File: src/rtl/aclock_pkg.sv
// Shared types and BCD helpers for the multi-channel alarm clock.
package aclock_pkg;

    localparam int unsigned H1_W     = 2;
    localparam int unsigned DIG_W    = 4;
    localparam int unsigned MAX_HOUR = 23;
    localparam int unsigned MAX_MIN  = 59;
    localparam int unsigned MAX_SEC  = 59;

    typedef enum logic [1:0] {
        CH_IDLE,
        CH_RINGING,
        CH_SNOOZED
    } ch_state_e;

    typedef struct packed {
        logic [H1_W-1:0]  h1;
        logic [DIG_W-1:0] h0;
        logic [DIG_W-1:0] m1;
        logic [DIG_W-1:0] m0;
    } bcd_hm_t;

    typedef struct packed {
        bcd_hm_t          hm;
        logic [DIG_W-1:0] s1;
        logic [DIG_W-1:0] s0;
    } bcd_time_t;

    function automatic int unsigned bcd2bin(logic [DIG_W-1:0] tens, logic [DIG_W-1:0] ones);
        return 32'(tens) * 10 + 32'(ones);
    endfunction

    function automatic logic hm_valid(bcd_hm_t t);
        return (t.h0 <= 4'd9) && (t.m0 <= 4'd9) &&
               (bcd2bin(t.m1, t.m0) <= MAX_MIN) &&
               (bcd2bin(4'(t.h1), t.h0) <= MAX_HOUR);
    endfunction

    // add < 60, so at most one minute carry into the hour is possible
    function automatic bcd_hm_t hm_add_min(bcd_hm_t t, int unsigned add);
        int unsigned m;
        int unsigned h;
        bcd_hm_t     r;
        m = bcd2bin(t.m1, t.m0) + add;
        h = bcd2bin(4'(t.h1), t.h0);
        if (m > MAX_MIN) begin
            m = m - (MAX_MIN + 1);
            h = h + 1;
        end
        if (h > MAX_HOUR) h = h - (MAX_HOUR + 1);
        r.h1 = H1_W'(h / 10);
        r.h0 = DIG_W'(h % 10);
        r.m1 = DIG_W'(m / 10);
        r.m0 = DIG_W'(m % 10);
        return r;
    endfunction

endpackage

File: src/rtl/aclock_multi_if.sv
// Load bus, alarm controls and time display of the alarm clock.
interface aclock_multi_if
    import aclock_pkg::*;
#(
    parameter int N_ALARMS = 4
);
    localparam int SEL_W = (N_ALARMS > 1) ? $clog2(N_ALARMS) : 1;

    logic [H1_W-1:0]     h_in1;
    logic [DIG_W-1:0]    h_in0;
    logic [DIG_W-1:0]    m_in1;
    logic [DIG_W-1:0]    m_in0;
    logic                ld_time;
    logic                ld_alarm;
    logic [SEL_W-1:0]    alarm_sel;
    logic [N_ALARMS-1:0] al_on;
    logic [N_ALARMS-1:0] stop_al;
    logic [N_ALARMS-1:0] snooze;
    logic [N_ALARMS-1:0] alarm;
    logic [H1_W-1:0]     h_out1;
    logic [DIG_W-1:0]    h_out0;
    logic [DIG_W-1:0]    m_out1;
    logic [DIG_W-1:0]    m_out0;
    logic [DIG_W-1:0]    s_out1;
    logic [DIG_W-1:0]    s_out0;
    logic                sec_tick;
    logic                ld_err;

    modport master (
        output h_in1, h_in0, m_in1, m_in0, ld_time, ld_alarm, alarm_sel,
               al_on, stop_al, snooze,
        input  alarm, h_out1, h_out0, m_out1, m_out0, s_out1, s_out0,
               sec_tick, ld_err
    );

    modport slave (
        input  h_in1, h_in0, m_in1, m_in0, ld_time, ld_alarm, alarm_sel,
               al_on, stop_al, snooze,
        output alarm, h_out1, h_out0, m_out1, m_out0, s_out1, s_out0,
               sec_tick, ld_err
    );

endinterface

File: src/rtl/aclock_alarm_ch.sv
// One alarm channel: stored target, snooze target and ring/snooze state machine.
module aclock_alarm_ch
    import aclock_pkg::*;
#(
    parameter int unsigned SNOOZE_MIN = 5
) (
    input  logic      clk,
    input  logic      rst_n,
    input  bcd_time_t cur,
    input  logic      fresh,
    input  logic      ld,
    input  bcd_hm_t   ld_hm,
    input  logic      al_on,
    input  logic      stop,
    input  logic      snooze,
    output logic      ringing
);

    ch_state_e state_q, state_d;
    bcd_hm_t   alarm_q;
    bcd_hm_t   snz_q, snz_d;
    logic      at_min, hit_al, hit_sn;

    // Only a freshly ticked/loaded HH:MM:00 may match, so a held time never re-fires
    assign at_min = fresh && (cur.s1 == '0) && (cur.s0 == '0);
    assign hit_al = at_min && al_on && (cur.hm == alarm_q);
    assign hit_sn = at_min && (cur.hm == snz_q);

    always_comb begin
        state_d = state_q;
        snz_d   = snz_q;
        case (state_q)
            CH_IDLE: begin
                if (!stop && hit_al) state_d = CH_RINGING;
            end
            CH_RINGING: begin
                if (stop) begin
                    state_d = CH_IDLE;
                end else if (snooze) begin
                    state_d = CH_SNOOZED;
                    snz_d   = hm_add_min(cur.hm, SNOOZE_MIN);
                end
            end
            CH_SNOOZED: begin
                if (stop || !al_on || ld) state_d = CH_IDLE;
                else if (hit_sn)          state_d = CH_RINGING;
            end
            default: state_d = CH_IDLE;
        endcase
    end

    always_ff @(posedge clk or negedge rst_n) begin
        if (!rst_n) begin
            state_q <= CH_IDLE;
            alarm_q <= '0;
            snz_q   <= '0;
        end else begin
            state_q <= state_d;
            snz_q   <= snz_d;
            if (ld) alarm_q <= ld_hm;
        end
    end

    assign ringing = (state_q == CH_RINGING);

endmodule

File: src/rtl/aclock_multi.sv
// BCD real-time clock with prescaler, validated loads and N alarm channels.
module aclock_multi
    import aclock_pkg::*;
#(
    parameter int CLK_DIV    = 10,
    parameter int N_ALARMS   = 4,
    parameter int SNOOZE_MIN = 5
) (
    input  logic           clk,
    input  logic           reset_n,
    aclock_multi_if.slave  bus
);

    localparam int PW = $clog2(CLK_DIV);
    localparam logic [PW-1:0] PRESC_MAX = PW'(CLK_DIV - 1);

    logic [PW-1:0]       presc;
    bcd_time_t           t_q, t_inc;
    logic                fresh;
    logic                ld_err_q;
    logic                sec_tick;
    bcd_hm_t             in_hm;
    logic                in_ok, sel_ok, time_ok, alarm_ok;
    logic [N_ALARMS-1:0] ch_ld;
    logic [N_ALARMS-1:0] ringing;

    assign in_hm    = '{h1: bus.h_in1, h0: bus.h_in0, m1: bus.m_in1, m0: bus.m_in0};
    assign in_ok    = hm_valid(in_hm);
    assign sel_ok   = 32'(bus.alarm_sel) < 32'(N_ALARMS);
    assign time_ok  = bus.ld_time && in_ok;
    assign alarm_ok = bus.ld_alarm && in_ok && sel_ok;
    assign sec_tick = (presc == PRESC_MAX);

    always_comb begin
        ch_ld = '0;
        for (int k = 0; k < N_ALARMS; k++)
            ch_ld[k] = alarm_ok && (32'(bus.alarm_sel) == 32'(k));
    end

    // Ripple-carry through the BCD digits: s0 -> s1 -> m0 -> m1 -> hours
    always_comb begin
        t_inc = t_q;
        if (t_q.s0 != 4'd9) begin
            t_inc.s0 = t_q.s0 + 4'd1;
        end else if (bcd2bin(t_q.s1, t_q.s0) != MAX_SEC) begin
            t_inc.s0 = '0;
            t_inc.s1 = t_q.s1 + 4'd1;
        end else begin
            t_inc.s0 = '0;
            t_inc.s1 = '0;
            if (t_q.hm.m0 != 4'd9) begin
                t_inc.hm.m0 = t_q.hm.m0 + 4'd1;
            end else if (bcd2bin(t_q.hm.m1, t_q.hm.m0) != MAX_MIN) begin
                t_inc.hm.m0 = '0;
                t_inc.hm.m1 = t_q.hm.m1 + 4'd1;
            end else begin
                t_inc.hm.m0 = '0;
                t_inc.hm.m1 = '0;
                if (bcd2bin(4'(t_q.hm.h1), t_q.hm.h0) == MAX_HOUR) begin
                    t_inc.hm.h1 = '0;
                    t_inc.hm.h0 = '0;
                end else if (t_q.hm.h0 != 4'd9) begin
                    t_inc.hm.h0 = t_q.hm.h0 + 4'd1;
                end else begin
                    t_inc.hm.h0 = '0;
                    t_inc.hm.h1 = t_q.hm.h1 + 2'd1;
                end
            end
        end
    end

    // A valid time load swallows a coincident tick and restarts the second
    always_ff @(posedge clk or negedge reset_n) begin
        if (!reset_n) begin
            presc    <= '0;
            t_q      <= '0;
            fresh    <= 1'b0;
            ld_err_q <= 1'b0;
        end else begin
            fresh    <= 1'b0;
            ld_err_q <= (bus.ld_time && !in_ok) || (bus.ld_alarm && !(in_ok && sel_ok));
            if (time_ok) begin
                t_q   <= '{hm: in_hm, s1: '0, s0: '0};
                presc <= '0;
                fresh <= 1'b1;
            end else if (sec_tick) begin
                t_q   <= t_inc;
                presc <= '0;
                fresh <= 1'b1;
            end else begin
                presc <= presc + 1'b1;
            end
        end
    end

    for (genvar k = 0; k < N_ALARMS; k++) begin : g_ch
        aclock_alarm_ch #(.SNOOZE_MIN(SNOOZE_MIN)) u_ch (
            .clk     (clk),
            .rst_n   (reset_n),
            .cur     (t_q),
            .fresh   (fresh),
            .ld      (ch_ld[k]),
            .ld_hm   (in_hm),
            .al_on   (bus.al_on[k]),
            .stop    (bus.stop_al[k]),
            .snooze  (bus.snooze[k]),
            .ringing (ringing[k])
        );
    end

    assign bus.alarm    = ringing;
    assign bus.h_out1   = t_q.hm.h1;
    assign bus.h_out0   = t_q.hm.h0;
    assign bus.m_out1   = t_q.hm.m1;
    assign bus.m_out0   = t_q.hm.m0;
    assign bus.s_out1   = t_q.s1;
    assign bus.s_out0   = t_q.s0;
    assign bus.sec_tick = sec_tick;
    assign bus.ld_err   = ld_err_q;

endmodule
File: src/flat_wrapper.sv
// flat-port wrapper written by rule: the top's interface ports become plain ports
module aclock_multi_flat import aclock_pkg::*;
#(
    parameter int CLK_DIV    = 10,
    parameter int N_ALARMS   = 4,
    parameter int SNOOZE_MIN = 5
)
  (clk, reset_n, bus_h_in1, bus_h_in0, bus_m_in1, bus_m_in0, bus_ld_time, bus_ld_alarm, bus_alarm_sel, bus_al_on, bus_stop_al, bus_snooze, bus_alarm, bus_h_out1, bus_h_out0, bus_m_out1, bus_m_out0, bus_s_out1, bus_s_out0, bus_sec_tick, bus_ld_err);
  aclock_multi_if #(.N_ALARMS(N_ALARMS)) bus_i ();
  input  logic clk;
  input  logic reset_n;
  input wire logic [$bits(bus_i.h_in1)-1:0] bus_h_in1;
  input wire logic [$bits(bus_i.h_in0)-1:0] bus_h_in0;
  input wire logic [$bits(bus_i.m_in1)-1:0] bus_m_in1;
  input wire logic [$bits(bus_i.m_in0)-1:0] bus_m_in0;
  input wire logic [$bits(bus_i.ld_time)-1:0] bus_ld_time;
  input wire logic [$bits(bus_i.ld_alarm)-1:0] bus_ld_alarm;
  input wire logic [$bits(bus_i.alarm_sel)-1:0] bus_alarm_sel;
  input wire logic [$bits(bus_i.al_on)-1:0] bus_al_on;
  input wire logic [$bits(bus_i.stop_al)-1:0] bus_stop_al;
  input wire logic [$bits(bus_i.snooze)-1:0] bus_snooze;
  output wire logic [$bits(bus_i.alarm)-1:0] bus_alarm;
  output wire logic [$bits(bus_i.h_out1)-1:0] bus_h_out1;
  output wire logic [$bits(bus_i.h_out0)-1:0] bus_h_out0;
  output wire logic [$bits(bus_i.m_out1)-1:0] bus_m_out1;
  output wire logic [$bits(bus_i.m_out0)-1:0] bus_m_out0;
  output wire logic [$bits(bus_i.s_out1)-1:0] bus_s_out1;
  output wire logic [$bits(bus_i.s_out0)-1:0] bus_s_out0;
  output wire logic [$bits(bus_i.sec_tick)-1:0] bus_sec_tick;
  output wire logic [$bits(bus_i.ld_err)-1:0] bus_ld_err;
  assign bus_i.h_in1 = bus_h_in1;
  assign bus_i.h_in0 = bus_h_in0;
  assign bus_i.m_in1 = bus_m_in1;
  assign bus_i.m_in0 = bus_m_in0;
  assign bus_i.ld_time = bus_ld_time;
  assign bus_i.ld_alarm = bus_ld_alarm;
  assign bus_i.alarm_sel = bus_alarm_sel;
  assign bus_i.al_on = bus_al_on;
  assign bus_i.stop_al = bus_stop_al;
  assign bus_i.snooze = bus_snooze;
  assign bus_alarm = bus_i.alarm;
  assign bus_h_out1 = bus_i.h_out1;
  assign bus_h_out0 = bus_i.h_out0;
  assign bus_m_out1 = bus_i.m_out1;
  assign bus_m_out0 = bus_i.m_out0;
  assign bus_s_out1 = bus_i.s_out1;
  assign bus_s_out0 = bus_i.s_out0;
  assign bus_sec_tick = bus_i.sec_tick;
  assign bus_ld_err = bus_i.ld_err;
  aclock_multi #(.CLK_DIV(CLK_DIV), .N_ALARMS(N_ALARMS), .SNOOZE_MIN(SNOOZE_MIN)) u_core (.clk(clk), .reset_n(reset_n), .bus(bus_i));
endmodule
File: config.mk
export PLATFORM = sky130hd
export DESIGN_NAME = aclock_multi_flat
export DESIGN_NICKNAME = d
export VERILOG_FILES = /design/src/rtl/aclock_pkg.sv /design/src/rtl/aclock_multi_if.sv /design/src/rtl/aclock_alarm_ch.sv /design/src/rtl/aclock_multi.sv /design/src/flat_wrapper.sv
export SDC_FILE = /design/constraint.sdc
export NUM_CORES = 1
export LEC_CHECK = 0
export ABC_AREA = 1
export BUFFER_PORTS_ARGS = -buffer_cell sky130_fd_sc_hd__buf_2
export CORE_MARGIN = 1.5
export CORE_UTILIZATION = 55
export CTS_CLUSTER_DIAMETER = 50
export DETAILED_ROUTE_END_ITERATION = 7
export GPL_ROUTABILITY_DRIVEN = 1
export PLACE_DENSITY = 0.83
export SYNTH_ARGS = -nofsm -noshare
export SYNTH_HDL_FRONTEND = slang
export SYNTH_SLANG_ARGS = --single-unit
File: constraint.sdc
create_clock -name clk -period 8.46 [get_ports clk]
set_clock_uncertainty 0.15 [all_clocks]
set_input_delay 1.269 -clock clk [delete_from_list [all_inputs] [get_ports clk]]
set_output_delay 1.269 -clock clk [all_outputs]
set_load 0.05 [all_outputs]
Word level (Yosys, flattened, before mapping)
Cells that the tools add are included.
- register bits after elaboration: 148
- output and inout port bits: 28
- word-level logic and storage cells: 292
- bits of input ports: 32
- divide/modulo/power cells: 16
- add/sub/neg operators: 19
- bitwise logic cells: 4
- magnitude comparators: 9
- reduce and logical (&&, ||, !) cells: 68
- multiplexer cells: 83
- equal/unequal tests: 43
- $mul: 5
- operators with widths (cell ; number):
    two-way mux 32 bit ; 42
    divider 32 x 4 -> 32 bit (second input constant) ; 8
    modulo 32 x 4 -> 32 bit (second input constant) ; 8
    greater-than comparator 32 x 5 -> 1 bit (second input constant) ; 4
    subtractor 32 x 5 -> 32 bit (second input constant) ; 4
    equality test 14 bit ; 8
    two-way mux 22 bit ; 2
    two-way mux 2 bit ; 21
    <= comparator 32 x 5 -> 1 bit (second input constant) ; 1
    <= comparator 32 x 6 -> 1 bit (second input constant) ; 1
    inequality test 32 x 6 -> 1 bit (second input constant) ; 1
    logical AND 1 bit ; 29
    adder 8 x 4 -> 9 bit ; 3
    AND reduction 3 bit ; 9
    adder 4 x 1 -> 4 bit (second input constant) ; 6
    inequality test 3 bit (second input constant) ; 8
    case mux 2 bit (3 select lines) ; 4
    multiplier 4 x 3 -> 7 bit (second input constant) ; 3
    two-way mux 4 bit ; 5
    two-way mux 18 bit ; 1
    two-way mux 8 bit ; 2
    adder 6 x 4 -> 7 bit ; 2
    two-way mux 14 bit ; 1
    equality test 2 bit (second input constant) ; 6
    28 further kinds ; 68

Logic depth before layout (Yosys ltp)
Gate-level depths: netlist of run 1.
- word-level depth: 14
- depth in mapped cells: 53
- gate-level depth less buffers: 52

Modules after synthesis
Synthesis of run 1 repeated with hierarchy kept, for this count alone.
- cells, all modules: 2736
- area, all modules: 18554.0 um2
- modules (own cells, without submodules) (module ; area each (um2) ; cells an instance ; seq. area each (um2) ; instances):
    aclock_alarm_ch ; 3957.5 ; 593 ; 750.7 ; 4
    aclock_multi ; 2723.9 ; 364 ; 700.7 ; 1

Worst setup path after synthesis of run 1
Ideal clock, no wire load.
- path type: register -> register
- from: register u_core.t_q, in the netlist u_core.bus.m_out1[1]
- to: register u_core.g_ch[0].u_ch.snz_q[11] (netlist bit)
- cell stages (with the launch flop): 50
- arrival: 6242 ps
- slack: 1952 ps
- data required time: 8193 ps
- setup time: 117 ps
- clock period less this slack: 6508 ps
- buffers on the path: 2
- cells stage by stage: dfrtp_1 -> clkbuf_1 -> clkinv_1 -> fa_1 -> inv_1 -> a21oi_1 -> nor2_2 -> inv_1 -> nand2_1 -> inv_1 -> ha_1 -> nand3_2 -> nor2_4 -> nand2_4 -> nand3_4 -> buf_8 -> nand2_2 -> nand2_2 -> (+14 left out) -> nand3_2 -> nand3_2 -> nand2_2 -> nand2_2 -> nand2_1 -> nand2_2 -> inv_2 -> nand2_2 -> nand2_4 -> nand2_1 -> nand2_1 -> inv_1 -> ha_1 -> xor2_1 -> nand2_2 -> nand2_2 -> nand2_1 -> nand2_1
- longest elaborated chain between the ends: 14
- elaborated cells between the ends (all ways): 15
- those cells by class: 3 x add/sub; 1 x mul; 1 x div; 2 x order compare; 8 x mux
- ends and longest elaborated chain (item ; line ; RTL):
    start: declaration ; aclock_multi.sv:18 ; bcd_time_t t_q, t_inc;
    start signal: assignment ; aclock_multi.sv:83 ; t_q <= '{hm: in_hm, s1: '0, s0: '0};
    start signal: assignment ; aclock_multi.sv:87 ; t_q <= t_inc;
    multiplier 4 x 3 -> 7 bit (*) ; aclock_pkg.sv:30 ; return 32'(tens) * 10 + 32'(ones);
    adder 8 x 4 -> 9 bit (*) ; aclock_pkg.sv:30 ;
    adder 9 x 3 -> 10 bit (*) ; aclock_pkg.sv:44 ; m = bcd2bin(t.m1, t.m0) + add;
    greater-than comparator 10 x 6 -> 1 bit (*) ; aclock_pkg.sv:46 ; if (m > MAX_MIN) begin
    two-way mux 32 bit (*) ; aclock_pkg.sv:46 ;
    two-way mux 32 bit (*) ; aclock_alarm_ch.sv:39 ; end else if (snooze) begin
    two-way mux 32 bit (*) ; aclock_alarm_ch.sv:37 ; if (stop) begin
    two-way mux 32 bit (*) ; aclock_alarm_ch.sv:32 ; case (state_q)
    subtractor 32 x 5 -> 32 bit / greater-than comparator 32 x 5 -> 1 bit (equally long branches) ; aclock_pkg.sv:50 ; if (h > MAX_HOUR) h = h - (MAX_HOUR + 1);
    two-way mux 32 bit (*) ; aclock_pkg.sv:50 ;
    two-way mux 32 bit (*) ; aclock_alarm_ch.sv:39 ;
    two-way mux 32 bit (*) ; aclock_alarm_ch.sv:37 ;
    two-way mux 32 bit (*) ; aclock_alarm_ch.sv:32 ;
    modulo 32 x 4 -> 32 bit (*) ; aclock_pkg.sv:52 ; r.h0 = DIG_W'(h % 10);
    end signal: assignment ; aclock_alarm_ch.sv:59 ; snz_q <= snz_d;
    end: declaration ; aclock_alarm_ch.sv:21 ; bcd_hm_t snz_q, snz_d;
Every way passes the cells marked *; elsewhere a longest branch is shown, timed or not. The select of a mux whose other input is x is not followed.
A chain may end at the register's enable or synchronous reset.

Final worst setup path of run 1
- from: register u_core.t_q, in the netlist u_core.bus.m_out1[1]
- to: register u_core.g_ch[1].u_ch.snz_q[11] (netlist bit)
- longest elaborated chain between the ends: 14
- elaborated cells between the ends (all ways): 15
- those cells by class: 3 x add/sub; 1 x mul; 1 x div; 2 x order compare; 8 x mux
- ends and longest elaborated chain (item ; line):
    multiplier 4 x 3 -> 7 bit (*) ; aclock_pkg.sv:30
    adder 8 x 4 -> 9 bit (*) ; aclock_pkg.sv:30
    adder 9 x 3 -> 10 bit (*) ; aclock_pkg.sv:44
    greater-than comparator 10 x 6 -> 1 bit (*) ; aclock_pkg.sv:46
    two-way mux 32 bit (*) ; aclock_pkg.sv:46
    two-way mux 32 bit (*) ; aclock_alarm_ch.sv:39
    two-way mux 32 bit (*) ; aclock_alarm_ch.sv:37
    two-way mux 32 bit (*) ; aclock_alarm_ch.sv:32
    subtractor 32 x 5 -> 32 bit / greater-than comparator 32 x 5 -> 1 bit (equally long branches) ; aclock_pkg.sv:50
    two-way mux 32 bit (*) ; aclock_pkg.sv:50
    two-way mux 32 bit (*) ; aclock_alarm_ch.sv:39
    two-way mux 32 bit (*) ; aclock_alarm_ch.sv:37
    two-way mux 32 bit (*) ; aclock_alarm_ch.sv:32
    modulo 32 x 4 -> 32 bit (*) ; aclock_pkg.sv:52
    end signal: assignment ; aclock_alarm_ch.sv:59
    end: declaration ; aclock_alarm_ch.sv:21
Marked as above.

==> impl_metrics.py, run 1 <==
metrics = {
    "die": {
        "die_area_um2": 19500,
        "start_util": 0.565,
        "die_x_um": 140,
        "coreArea_um2": 18100,
        "num_rows": 49,
        "die_y_um": 140,
        "ios": 60,
    },
    "timing": {
        "finalCritPeriodShare": 0.817,
        "finalMaxSlewViolations": 0,
        "period_minus_slack_ps": 6910,
        "tightest_slew_ps": 1020,
        "final.setup.tns_ps": 0,
        "whs_ps": 354,
        "fin_ws_ps": 1550,
        "slew_headroom": 0.316,
        "hold_viol": 0,
        "rsz0062_at_grt": "no",
        "max_freq_mhz": 145,
        "setup_viol": 0,
    },
    "logic_synthesis": {
        "netlist_area_um2": 10300,
        "async_flop_share": 1.00,
        "syn_inst": 1316,
        "yosysWarnings": 0,
        "synth_area_leader_cell": "dfrtp_1",
        "yosys.area_share.xor_xnor": 0.0785,
        "ys_seq_area_frac": 0.361,
        "synth_ff_type": "dfrtp_1",
        "synth_edf_count": 0,
        "ys_seq_elements": 148,
        "synth_compound_area_frac": 0.127,
        "synthAdderAreaFrac": 0.0681,
        "muxShareOfSynthArea": 0,
        "syn_avg_cell_area_um2": 7.79,
        "synth.area.top_cells": "dfrtp_1 36%, nand2_1 11%, o21ai_0 5.9%",
        "synth_top_area_frac": 0.361,
        "synth_cell_types": 58,
        "syn_nets": 1399,
        "synth-simple-area-share": 0.283,
        "synth_top_family_by_area": "simple AND/OR/NAND/NOR gates",
    },
    "worst_setup_path": {
        "critical_path.most_common_cell": "nand2_1",
        "startpoint": "u_core.bus.m_out1[1]",
        "slowest_stage": "fa_1",
        "reg2reg_depth": 49,
        "path_class": "flop to flop",
        "r2r-end": "u_core.g_ch[1].u_ch.snz_q[11]",
        "cp.arrival_ps": 7080,
        "reg2reg_from": "u_core.bus.m_out1[1]",
        "critPathLaunchType": "flop",
        "cp_max_fo": 15,
        "cp_data_required_time_ps": 8630,
        "critPathMaxStageDelay_ps": 660,
        "end_kind": "flop",
        "r2r_setup_slack_ps": 1550,
    },
    "placement": {
        "port_buffers": 59,
        "dp_hpwl_mm": 19.9,
        "dp.cells": 1567,
        "gp_congestion": 0.939,
        "dp_slack_ps": 1540,
        "post_dp_cell_area_um2": 10700,
    },
    "drt": {
        "drt_iter0_markers": 964,
        "via_per_inst": 5.83,
        "drc": 7,
        "vias": 9322,
        "routed_wl_mm": 27.3,
        "wl_per_cell_um": 17.1,
        "drt_pre_antenna_iters": 8,
        "final_antenna_net_count": 0,
    },
    "clock_tree": {
        "cts_tree": "built",
        "insertion_delay_ps": 430,
        "clock_sinks": 148,
        "holdBufCountCts": 0,
        "cts_setup_buffers": 0,
        "cts_buffers": 17,
        "clockBufferDepth": 2,
        "cts-resized-gates": 0,
        "clock-root-buffer": "clkbuf_16",
        "path_clk_slew_ps": 70,
        "htreeDepth": 4,
    },
    "power": {
        "power.density_nw_per_um2": 270,
        "p_int_mw": 1.82,
        "pwr-share-clk": 0.258,
        "switching_share": 0.404,
        "p_sw_mw": 1.23,
        "p_seq_frac": 0.374,
        "p_leak_nw": 5.90,
        "worst_ir_drop_vdd_uv": 183,
        "pwr-share-comb": 0.369,
    },
    "finish": {
        "num_antenna_cells": 0,
        "layout_common_cells": "293 x nand2_1, 148 x dfrtp_1, 144 x inv_1, 121 x o21ai_0, 78 x nand3_1",
        "nets": 1440,
        "final_common_cell": "nand2_1",
        "fin_area_um2": 11300,
        "fin_cells": 1599,
        "drive_above_1_share": 0.145,
        "area_growth_pct": 10.3,
    },
    "job": {
        "maxCapViolCount": 0,
    },
    "worst_hold_path": {
        "hold_path_depth": 2,
        "min_path_type": "flop to flop",
        "min_from": "u_core.g_ch[1].u_ch.snz_q[8]",
        "hold_path_end": "u_core.g_ch[1].u_ch.snz_q[8]",
    },
    "global_route": {
        "grt_pass1_vias": 8748,
        "grt_usage": 0.286,
        "grt_pass1_wl_mm": 44.1,
        "grt_max_degree": 80,
        "grt_antenna_before_repair": 1,
        "grt-ovfl-total": 0,
    },
    "outcome": {
        "violations": "DRC",
        "status": "finished with violations",
    },
}
==> sequential cells by signal, indices dropped and copies added, names as in the netlist <==
signal and cells:
u_core.bus.ld_err 1, u_core.bus.m_out1 4, u_core.bus.s_out1 4, u_core.bus.m_out0 4
u_core.g_ch.u_ch.snz_q 56, u_core.bus.h_out1 2, u_core.bus.s_out0 4, u_core.g_ch.u_ch.state_q 8
u_core.presc 4, u_core.bus.h_out0 4, u_core.g_ch.u_ch.alarm_q 56, u_core.fresh 1
==> worst max-delay path by stage <==
stage | end | slack, ps | depth (start not counted)
after CTS | u_core.g_ch[2].u_ch.snz_q[11] | 1510 | 49
after global routing | u_core.g_ch[2].u_ch.snz_q[11] | 920 | 47
after global placement | u_core.g_ch[1].u_ch.snz_q[11] | 1840 | 49
after detailed placement | u_core.g_ch[2].u_ch.snz_q[11] | 1540 | 49
after floorplan | u_core.g_ch[0].u_ch.snz_q[11] | 1950 | 49
final | u_core.g_ch[1].u_ch.snz_q[11] | 1550 | 49
==> final cells by class <==
type | count | area (µm²)
fill | 1497 | 6850
multi-input combinational | 956 | 5710
sequential | 148 | 3700
inverter | 167 | 629
clock buffer | 18 | 439
timing repair buffer | 67 | 362
tap | 229 | 287
clock inverter | 14 | 174
==> metal layers <==
metal  global-route usage  part of all wire  vias up
met5                    0           0.00048        -
met4               0.0969             0.027        2
met3               0.0626             0.086       66
met2                0.466              0.46      382
met1                0.378              0.42     4447
li1                     -                 -     4425
==> synthesized netlist by cell type, types with 3 or more instances <==
master     instances
o21ai_1            4
nand4_1           35
o22ai_1           20
inv_2             16
nand3_2           15
nor2_1            77
xnor2_1           28
nor4_1            13
clkbuf_1          33
nand3b_1           3
a221oi_1          11
buf_2              6
o31ai_1            4
ha_1              43
dfrtp_1          148
fa_1               8
nand2_2           34
nor2_4             4
buf_4              4
nor3_1            10
xor2_1            62
nand3_1           78
nor2_8             3
nand2_4           13
nand2_1          293
a31oi_1           11
clkinv_1           6
o21ai_0          121
o211ai_1           5
o2111ai_1          4
a21oi_1           25
inv_1            144
==> metrics by stage <==
stage	power, mW	utilization
after floorplan	1.97	-
after global placement	2.19	0.589
after detailed placement	2.24	0.589
after CTS	3.04	0.623
after global routing	3.23	0.623
final	3.05	0.623
==> worst max-delay path: cells and delay by family (launching register included) <==
family	cells	cell delay [ps]
DFF	1	630
AOI/OAI and AO/OA	1	180
and+or+nand+nor	33	3210
buffers and inverters	9	910
adders and majority gates	5	1550
xor gates and xnor gates	1	170
==> power groups by stage <==
stage	clock network, mW	registers [mW]	logic (mW)
2_1_floorplan	0	1.13	0.839
3_3_place_gp	0	1.13	1.06
3_5_place_dp	0	1.14	1.10
4_1_cts	0.789	1.13	1.11
5_1_grt	0.819	1.16	1.25
6_report	0.786	1.14	1.12
==> cells by family (layout without fill, tap and decap cells) <==
family	Yosys count	count (layout)
other cells	1	1
flops	148	148
compound gates	222	222
xor+xnor	91	91
fa+ha+maj	51	51
buf+inv	212	266
simple gates	591	591
(Power assumes the default switching activity.)
==> run 2, diff against run 1 <==
--- a/config.mk
+++ b/config.mk
@@ -12,7 +12,7 @@
 export CTS_CLUSTER_DIAMETER = 50
 export DETAILED_ROUTE_END_ITERATION = 7
 export GPL_ROUTABILITY_DRIVEN = 1
-export PLACE_DENSITY = 0.83
+export PLACE_DENSITY = 0.86
 export SYNTH_ARGS = -nofsm -noshare
 export SYNTH_HDL_FRONTEND = slang
 export SYNTH_SLANG_ARGS = --single-unit
==> constraint.sdc (replaced) <==
create_clock -name clk -period 6.1 [get_ports clk]
set_clock_uncertainty 0.15 [all_clocks]
set_input_delay 0.915 -clock clk [delete_from_list [all_inputs] [get_ports clk]]
set_output_delay 0.915 -clock clk [all_outputs]
set_load 0.05 [all_outputs]
==> impl_metrics.py, run 2 (synthesis gave the netlist of run 1 again) <==
metrics = {
    "outcome": {
        "status": "finished with violations",
        "violations": "DRC",
    },
    "finish": {
        "top_regs": "u_core.g_ch.u_ch.alarm_q x56, u_core.g_ch.u_ch.snz_q x56, u_core.g_ch.u_ch.state_q x8",
        "area_growth_pct": 18.0,
        "num_antenna_cells": 0,
        "final_util": 0.666,
        "nFillCells": 1383,
        "layout_common_cells": "267 x nand2_1, 144 x dfrtp_1, 134 x inv_1, 119 x o21ai_0, 75 x nor2_1",
        "fin_cells": 1651,
        "register_area_um2": 3710,
        "final_common_cell": "nand2_1",
        "drive_above_1_share": 0.224,
        "nets": 1493,
        "multi_input_area_um2": 6090,
    },
    "drt": {
        "m1WireLength_mm": 11.7,
        "topRoutingLayerUsed": "met4",
        "wl_per_cell_um": 17.7,
        "drc": 7,
        "detailroute.wirelength.met3_mm": 2.79,
        "wl_met2_mm": 13.9,
        "final_antenna_net_count": 0,
        "drt_iter0_markers": 1070,
        "drt_pre_antenna_iters": 7,
        "via_per_inst": 5.94,
        "vias": 9805,
        "routed_wl_mm": 29.1,
    },
    "timing": {
        "rsz0062_at_grt": "yes",
        "period_minus_slack_ps": 5950,
        "finalCritPeriodShare": 0.976,
        "tightest_slew_ps": 1050,
        "max_freq_mhz": 168,
        "setup_viol": 0,
        "slew_headroom": 0.301,
        "hold_viol": 0,
        "final.setup.tns_ps": 0,
        "finalMaxSlewViolations": 0,
    },
    "power": {
        "p_seq_frac": 0.362,
        "switching_share": 0.415,
        "p_sw_mw": 1.80,
        "pwr-share-comb": 0.403,
        "pwr-share-clk": 0.235,
        "worst_ir_drop_vdd_uv": 373,
        "finalPower_mw": 4.33,
        "p_int_mw": 2.54,
        "power.density_nw_per_um2": 358,
        "p_leak_nw": 6.22,
    },
    "global_route": {
        "grt_max_degree": 93,
        "grt_pass1_wl_mm": 45.4,
        "grt_antenna_before_repair": 0,
        "grt_pass1_vias": 9165,
        "grt_usage": 0.293,
        "grt-ovfl-total": 0,
    },
    "worst_setup_path": {
        "critPathMaxStageDelay_ps": 610,
        "critPathLaunchType": "flop",
        "path_class": "flop to flop",
        "cp.arrival_ps": 6120,
        "reg2reg_from": "u_core.bus.m_out1[1]",
        "critical_path.most_common_cell": "nand2_2",
        "cp_data_required_time_ps": 6260,
        "cp_max_fo": 8,
        "slowest_stage": "fa_2",
        "end_kind": "flop",
        "startpoint": "u_core.bus.m_out1[1]",
    },
    "die": {
        "ios": 60,
        "die_y_um": 140,
        "num_rows": 49,
        "die_area_um2": 19500,
        "die_x_um": 140,
        "coreArea_um2": 18100,
        "start_util": 0.565,
    },
    "worst_hold_path": {
        "min_path_type": "flop to flop",
        "min_from": "u_core.g_ch[3].u_ch.alarm_q[12]",
    },
    "clock_tree": {
        "clock_sinks": 148,
        "cts_buffers": 17,
        "path_clk_slew_ps": 70,
        "clock-root-buffer": "clkbuf_16",
        "clockBufferDepth": 2,
        "insertion_delay_ps": 430,
        "cts_tree": "built",
        "holdBufCountCts": 0,
        "htreeDepth": 4,
    },
    "placement": {
        "dp.cells": 1590,
        "port_buffers": 59,
        "gp_congestion": 0.958,
        "dp_hpwl_mm": 19.9,
    },
    "job": {
        "maxCapViolCount": 0,
    },
}
run 2: layout make-up:
type | instances | share of cell area
Multi-Input combinational cell | 956 | 0.504
Clock inverter | 14 | 0.0122
Timing Repair Buffer | 120 | 0.0654
Tap cell | 229 | 0.0237
Sequential cell | 148 | 0.307
Inverter | 167 | 0.0532
Clock buffer | 17 | 0.0352
run 2: through the flow:
| step | setup slack [ps] | hold WS (ps) | instance area (µm²) |
|---|---|---|---|
| 2_1_floorplan | 18.9 | 303 | 10300 |
| 3_3_place_gp | 110 | 323 | 10900 |
| 3_5_place_dp | -163 | 334 | 10900 |
| 4_1_cts | 29.0 | 349 | 11500 |
| 5_1_grt | -209 | 373 | 12100 |
| 6_report | 148 | 347 | 12100 |
run 2: per-layer routing:
metal | up-vias | track usage
met5 | - | 0
met1 | 4685 | 0.392
met3 | 82 | 0.0571
met2 | 505 | 0.477
met4 | 0 | 0.0991
li1 | 4533 | -
run 2: path summary, 6_finish.rpt:
path	end	cells past startpoint	slack (ps)
hold reg to reg	u_core.g_ch[3].u_ch.alarm_q[12]	2	350
min in group asynchronous	u_core.g_ch[0].u_ch.alarm_q[12]	1	400
hold / removal	u_core.g_ch[3].u_ch.alarm_q[12]	2	350
setup reg to reg	u_core.g_ch[3].u_ch.snz_q[3]	43	150
setup / recovery	u_core.g_ch[3].u_ch.snz_q[3]	43	150
max in group asynchronous	u_core.g_ch[1].u_ch.snz_q[11]	2	4200
run 2: what timing repair did:
| action | 4_1_cts | 5_1_grt |
|---|---|---|
| setup endpoints to repair | 13 | 30 |
| gates resized for setup | 6 | 97 |
| pin swaps | 2 | 65 |
| buffers inserted | 1 | 29 |
run 2: power by group through the flow:
stage | Clock (mW) | Combinational, mW | Sequential [mW]
floorplan | 0 | 1.17 | 1.57
global placement | 0 | 1.49 | 1.56
detailed placement | 0 | 1.54 | 1.57
CTS | 1.02 | 1.56 | 1.56
global route | 1.05 | 1.94 | 1.60
finish | 1.02 | 1.75 | 1.57
run 2: critical path: cells and delay by family (launching register included):
family,cells,cell delay (ps)
AOI/OAI and AO/OA,3,500
adders and majority gates,4,1210
DFF,1,430
and+or+nand+nor,26,2400
buffers and inverters,8,810
xor gates and xnor gates,2,360
